`config.mk`:
```
export PLATFORM = sky130hd
export DESIGN_NAME = fetch_unit
export DESIGN_NICKNAME = d
export VERILOG_FILES = /design/src/rtl/fetch_unit.sv
export SDC_FILE = /design/constraint.sdc
export NUM_CORES = 1
export LEC_CHECK = 0
export CORE_ASPECT_RATIO = 0.6
export CORE_MARGIN = 5
export CORE_UTILIZATION = 25
export DETAILED_ROUTE_END_ITERATION = 10
export PLACE_DENSITY = 0.4
export RECOVER_POWER = 50
export SYNTH_ARGS = -nofsm -noshare
export SYNTH_HDL_FRONTEND = slang
export SYNTH_SLANG_ARGS = --single-unit
```
`constraint.sdc`:
```
create_clock -name clk -period 6.42 [get_ports clk]
set_input_delay 1.284 -clock clk [delete_from_list [all_inputs] [get_ports clk]]
set_output_delay 1.284 -clock clk [all_outputs]
set_load 0.01 [all_outputs]
```
`src/rtl/fetch_unit.sv`:
```
// rtl/fetch_unit.sv - instruction fetch unit with circular prefetch queue and redirect target generation
module fetch_unit #(
  parameter int ADDR_W = 64,
  parameter int DEPTH = 4,
  parameter logic [ADDR_W-1:0] RESET_PC = '0
) (
  input  logic                       clk,
  input  logic                       reset_n,
  output logic [ADDR_W-1:0]          imem_addr,
  input  logic [31:0]                imem_rdata,
  input  logic                       redirect,
  input  logic [1:0]                 redirect_mode,
  input  logic [ADDR_W-1:0]          redirect_pc,
  input  logic [25:0]                redirect_imm,
  input  logic [ADDR_W-1:0]          redirect_reg,
  output logic                       out_valid,
  input  logic                       out_ready,
  output logic [31:0]                out_instr,
  output logic [ADDR_W-1:0]          out_pc,
  output logic [ADDR_W-1:0]          out_pc_plus4,
  output logic [$clog2(DEPTH+1)-1:0] count,
  output logic                       misalign
);

  localparam int CW = $clog2(DEPTH+1);
  localparam int PW = $clog2(DEPTH);

  localparam logic [1:0] MODE_COND   = 2'b00;
  localparam logic [1:0] MODE_UNCOND = 2'b01;
  localparam logic [1:0] MODE_REG    = 2'b10;

  logic [ADDR_W-1:0] fetch_pc_q, fetch_pc_d;
  logic [CW-1:0]     count_q, count_d;
  logic [PW-1:0]     head_q, tail_q;
  logic              misalign_q;
  logic [ADDR_W-1:0] pc_q    [DEPTH];
  logic [31:0]       instr_q [DEPTH];

  logic              push, pop;
  logic [ADDR_W-1:0] target;
  logic [ADDR_W-1:0] off_cond, off_uncond;

  // Offsets are word offsets: sign-extend the field, then scale by 4.
  assign off_cond   = {{(ADDR_W-21){redirect_imm[18]}}, redirect_imm[18:0], 2'b00};
  assign off_uncond = {{(ADDR_W-28){redirect_imm[25]}}, redirect_imm[25:0], 2'b00};

  always_comb begin
    target = redirect_pc + ADDR_W'(4);
    case (redirect_mode)
      MODE_COND:   target = redirect_pc + off_cond;
      MODE_UNCOND: target = redirect_pc + off_uncond;
      MODE_REG:    target = {redirect_reg[ADDR_W-1:2], 2'b00};
      default:     target = redirect_pc + ADDR_W'(4);
    endcase
  end

  assign out_valid = (count_q != '0);
  assign pop       = out_valid & out_ready;
  assign push      = !redirect && ((count_q < CW'(DEPTH)) || pop);

  always_comb begin
    fetch_pc_d = fetch_pc_q;
    count_d    = count_q;
    if (redirect) begin
      fetch_pc_d = target;
      count_d    = '0;
    end else begin
      if (push) fetch_pc_d = fetch_pc_q + ADDR_W'(4);
      if (push && !pop) count_d = count_q + CW'(1);
      else if (pop && !push) count_d = count_q - CW'(1);
    end
  end

  always_ff @(posedge clk or negedge reset_n) begin
    if (!reset_n) begin
      fetch_pc_q <= RESET_PC;
      count_q    <= '0;
      head_q     <= '0;
      tail_q     <= '0;
      misalign_q <= 1'b0;
    end else begin
      fetch_pc_q <= fetch_pc_d;
      count_q    <= count_d;
      misalign_q <= redirect && (redirect_mode == MODE_REG) && (redirect_reg[1:0] != 2'b00);
      if (redirect) begin
        head_q <= '0;
        tail_q <= '0;
      end else begin
        if (pop)  head_q <= head_q + PW'(1);
        if (push) tail_q <= tail_q + PW'(1);
      end
    end
  end

  // Queue storage needs no reset; the outputs are masked while the queue is empty.
  always_ff @(posedge clk) begin
    if (push) begin
      pc_q[tail_q]    <= fetch_pc_q;
      instr_q[tail_q] <= imem_rdata;
    end
  end

  assign imem_addr    = fetch_pc_q;
  assign count        = count_q;
  assign misalign     = misalign_q;
  assign out_pc       = out_valid ? pc_q[head_q] : '0;
  assign out_instr    = out_valid ? instr_q[head_q] : '0;
  assign out_pc_plus4 = out_valid ? (pc_q[head_q] + ADDR_W'(4)) : '0;

endmodule

```
==> key figures <==
Setup path
  • Crit start category: flop
  • Critical path cell sequence: buf_12, buf_4, mux4_2, and3_1, and2_0, buf_4, nand2_1, o21ai_0, a21oi_1, clkdlybuf4s50_1
  • FF-to-FF Start: count[2]
  • R2R cell count: 5
  • Crit path kind: reg -> out
  • Cell mode on critical path: buf_4
  • CP Data Arrival Time: 4.71 ns
  • FF-to-FF setup slack: 1.60 ns
  • Worst r2r dst: pc_q[2][56]
  • Max FO, Critical Path: 37
  • Worst stage delay on the critical path: ~0.70 ns
  • CP required: 5.14 ns
  • Worst path slowest cell: dfrtp_4
  • Setup crit end kind: primary output

Synth
  • Post-synthesis async set-or-reset flop share: 15.79%
  • Top area cells in the synthesized netlist: edfxtp_1 (47%), dfrtp_1 (7.4%), mux4_2 (6.8%)
  • Net Count, Synth: 2251
  • Leading area contributor after synthesis: edfxtp_1
  • Count leader, synth: edfxtp_1
  • Total number of yosys warnings: 0
  • Netlist cell types: 89
  • Mapped Area: ~0.024 mm²
  • Avg Cell Area, Syn: 12.01 µm²
  • Register area share after synthesis: ~55%
  • Post-synth EDFFs: 384
  • Ys flop type: edfxtp_1
  • #FFs+latches synth: roughly 460
  • Synth Instances: 2026
  • Post-synth top area share: 47.40%
  • Top cells by count, synth: edfxtp_1 (384), nand2_1 (181), nor2_1 (181), and2_1 (112), xnor2_1 (104)

Clocking
  • Worst skew pair latency: 0.59 ns
  • Root Driver: clkbuf_16
  • Clock buffer depth: 3
  • H-tree depth: 2
  • CTS tree: built
  • PostCTS Resize Cnt: 0
  • Clock Sinks: between 400 and 500
  • CTS Hold Buffers Added: 0
  • Clock-pin transition on the worst setup and hold timing paths: around 0.07 ns
  • TritonCTS Buffers: 47

Finish
  • Diode count: 0
  • Post-route cell area: ~0.032 mm²
  • Area Growth Syn to Fin: 29.55%
  • Final nets: 2649
  • Area of the multi-input gates: 0.01030 mm²
  • Fin cells: 3763
  • Reg area: 0.01334 mm²
  • Share of layout cells above drive strength 1: a little under a tenth
  • Fill cells: a little under 10000

Placed design
  • I/O Buffers: 420
  • GPL Wtd Cong: 0.8975
  • Final HPWL DP: 66270 µm
  • Placed instance area: 0.03001 mm²
  • DP Cell Count: 3679

Floorplan
  • Die area: 0.1039 mm²
  • Placeable core area: 0.09634 mm²
  • I/O pin total: roughly 420
  • DIE HEIGHT: 251.6 µm
  • Rows: 88
  • Initial Utilization: 25.25%
  • Die Wd: 412.7 µm

Min path
  • Worst Hold Depth: 2
  • Hold Path Origin: count[0]
  • Hold WC Path Type: reg -> reg
  • Hold EP: count[0]

Detailed routing
  • Drt pass-1 iters: 5
  • WL final: 90280 µm
  • Wire length per cell: 23.99 µm
  • DR vias: 18014
  • DR DRC count: 0
  • Drt first-iter violations: 1176
  • Post-route ant nets: 0
  • Via-per-instance ratio: 4.787

Timing
  • RSZ-0062 raised after global routing: no
  • Fmax: 166.8 MHz
  • Clock Skew: 0.01353 ns
  • Max Slew Vio Count: 260
  • Final setup TNS: 0 ns
  • Tmin final: around 6.0 ns
  • Hold Vio Cnt, Final: 0
  • Setup violations, final: 0
  • Slew HR: -131.9%
  • Measured slew at the worst slew-check pin: 3.477 ns
  • Final worst path period share: 93.37%

Power and ir drop
  • Worst vdd ir: ~200 µV
  • Seq pwr share: 36.2%
  • Combinational Power Share: between 30% and 40%
  • Int Pwr: 0.007289 W
  • Clock power frac: 25.5%
  • Pleak: 10.47 nW
  • Pwr/cell area: 350.5 mW/mm²
  • Sw frac: around 34%
  • Net Switching: between 0.003 and 0.004 W

Global routing
  • Initial antenna violation count: 2
  • Largest net degree at the start of global routing: 76
  • Grt total ovfl: 0
  • Vias in the first global route: roughly 18000
  • Gr usage total: approximately 17%
  • Global-route wire length before repair: 130100 µm

Status
  • Outcome: finished, violations left
  • Failing checks: capacitance limit, slew limit

Job
  • Max Cap Viol: 7
power groups by stage:
stage,clock network (W),registers (W),logic [W]
after floorplan,0,0.00394,0.00212
after global placement,0,0.00407,0.00433
after detailed placement,0,0.00409,0.00432
after CTS,0.00292,0.00403,0.00435
after global routing,0.00304,0.00405,0.00458
final,0.00281,0.00400,0.00424
per-layer routing:
metal | wire length (µm) | vias to the layer above | track usage, %
li1 | - | 8338 | -
met5 | 0 | - | 0
met2 | 42840 | 422 | 27.73
met4 | 1491 | 0 | 2.931
met3 | 4259 | 82 | 2.797
met1 | 41690 | 9172 | 23.54
cell usage in the layout (no fill, tap or decap), drive strengths merged, types with 40 or more instances in the layout:
cell	n
o21ai	103
a21oi	98
nand3	76
nand2	184
dlygate4sd3	46
mux4	94
and2	113
buf	40
clkbuf	58
clkdlybuf4s50	372
xor2	67
edfxtp	384
nor2	185
xnor2	104
dfrtp	72
how the worst max path moves through the flow:
stage	slack, ns	end	cells past startpoint	from
2_1_floorplan	1.49	imem_addr[42]	16	redirect_mode[1]
3_3_place_gp	0.72	imem_addr[42]	14	redirect_mode[1]
3_5_place_dp	0.71	imem_addr[42]	14	redirect_mode[1]
4_1_cts	0.07	out_pc_plus4[51]	10	head_q[0]
5_1_grt	0.07	out_pc_plus4[60]	10	head_q[0]
6_report	0.43	out_pc_plus4[51]	10	head_q[0]
what timing repair did:
action / CTS / global route
setup endpoints to repair: 0 / 10
setup buffers: 0 / 1
endpoints found under the hold margin: 0 / 0
area by class of cell:
type,count,share of cell area [%]
flip-flops and latches,456,42.33
multi-input cells,1421,32.67
repair buffers,462,14.55
well taps,1305,5.181
clock buffers,54,3.815
clock inverters,29,1.024
inverters,36,0.4287
flip-flops by register name, summed over array words and instances (netlist names):
signal and flops:
pc_q 256, count 3, misalign 1, tail_q 2, instr_q 128, imem_addr 64
head_q 2
worst max-delay path, delay by kind of cell, from the launching register on:
kind	cells	cell delay, ns
simple gates	3	0.65
buf+inv	4	1.67
flops	1	0.70
compound gates	2	0.47
mux	1	0.60
through the flow:
step	total power [W]	setup WS (ns)	utilization, %	hold WS [ns]
finish	0.01105	0.4255	32.71	0.6026
global route	0.01167	0.06592	32.71	0.6301
CTS	0.01130	0.06836	32.73	0.6047
detailed placement	0.008418	0.7142	31.15	0.6168
global placement	0.008405	0.7185	31.15	0.5849
floorplan	0.006062	1.494	-	0.5602
cell families (layout without fill, tap and decap cells):
| logic type | count (synthesis) | count (layout) | synth area share, % |
|---|---|---|---|
| adder cells (fa/ha/maj) | 33 | 33 | 1.759 |
| multiplexers | 114 | 114 | 9.921 |
| flip-flops | 456 | 456 | 54.80 |
| AO/OA/AOI/OAI | 337 | 337 | 8.368 |
| AND/OR/NAND/NOR | 766 | 766 | 16.11 |
| buffers and inverters | 149 | 581 | 2.880 |
| XOR/XNOR | 171 | 171 | 6.156 |
(Power assumes the default switching activity.)
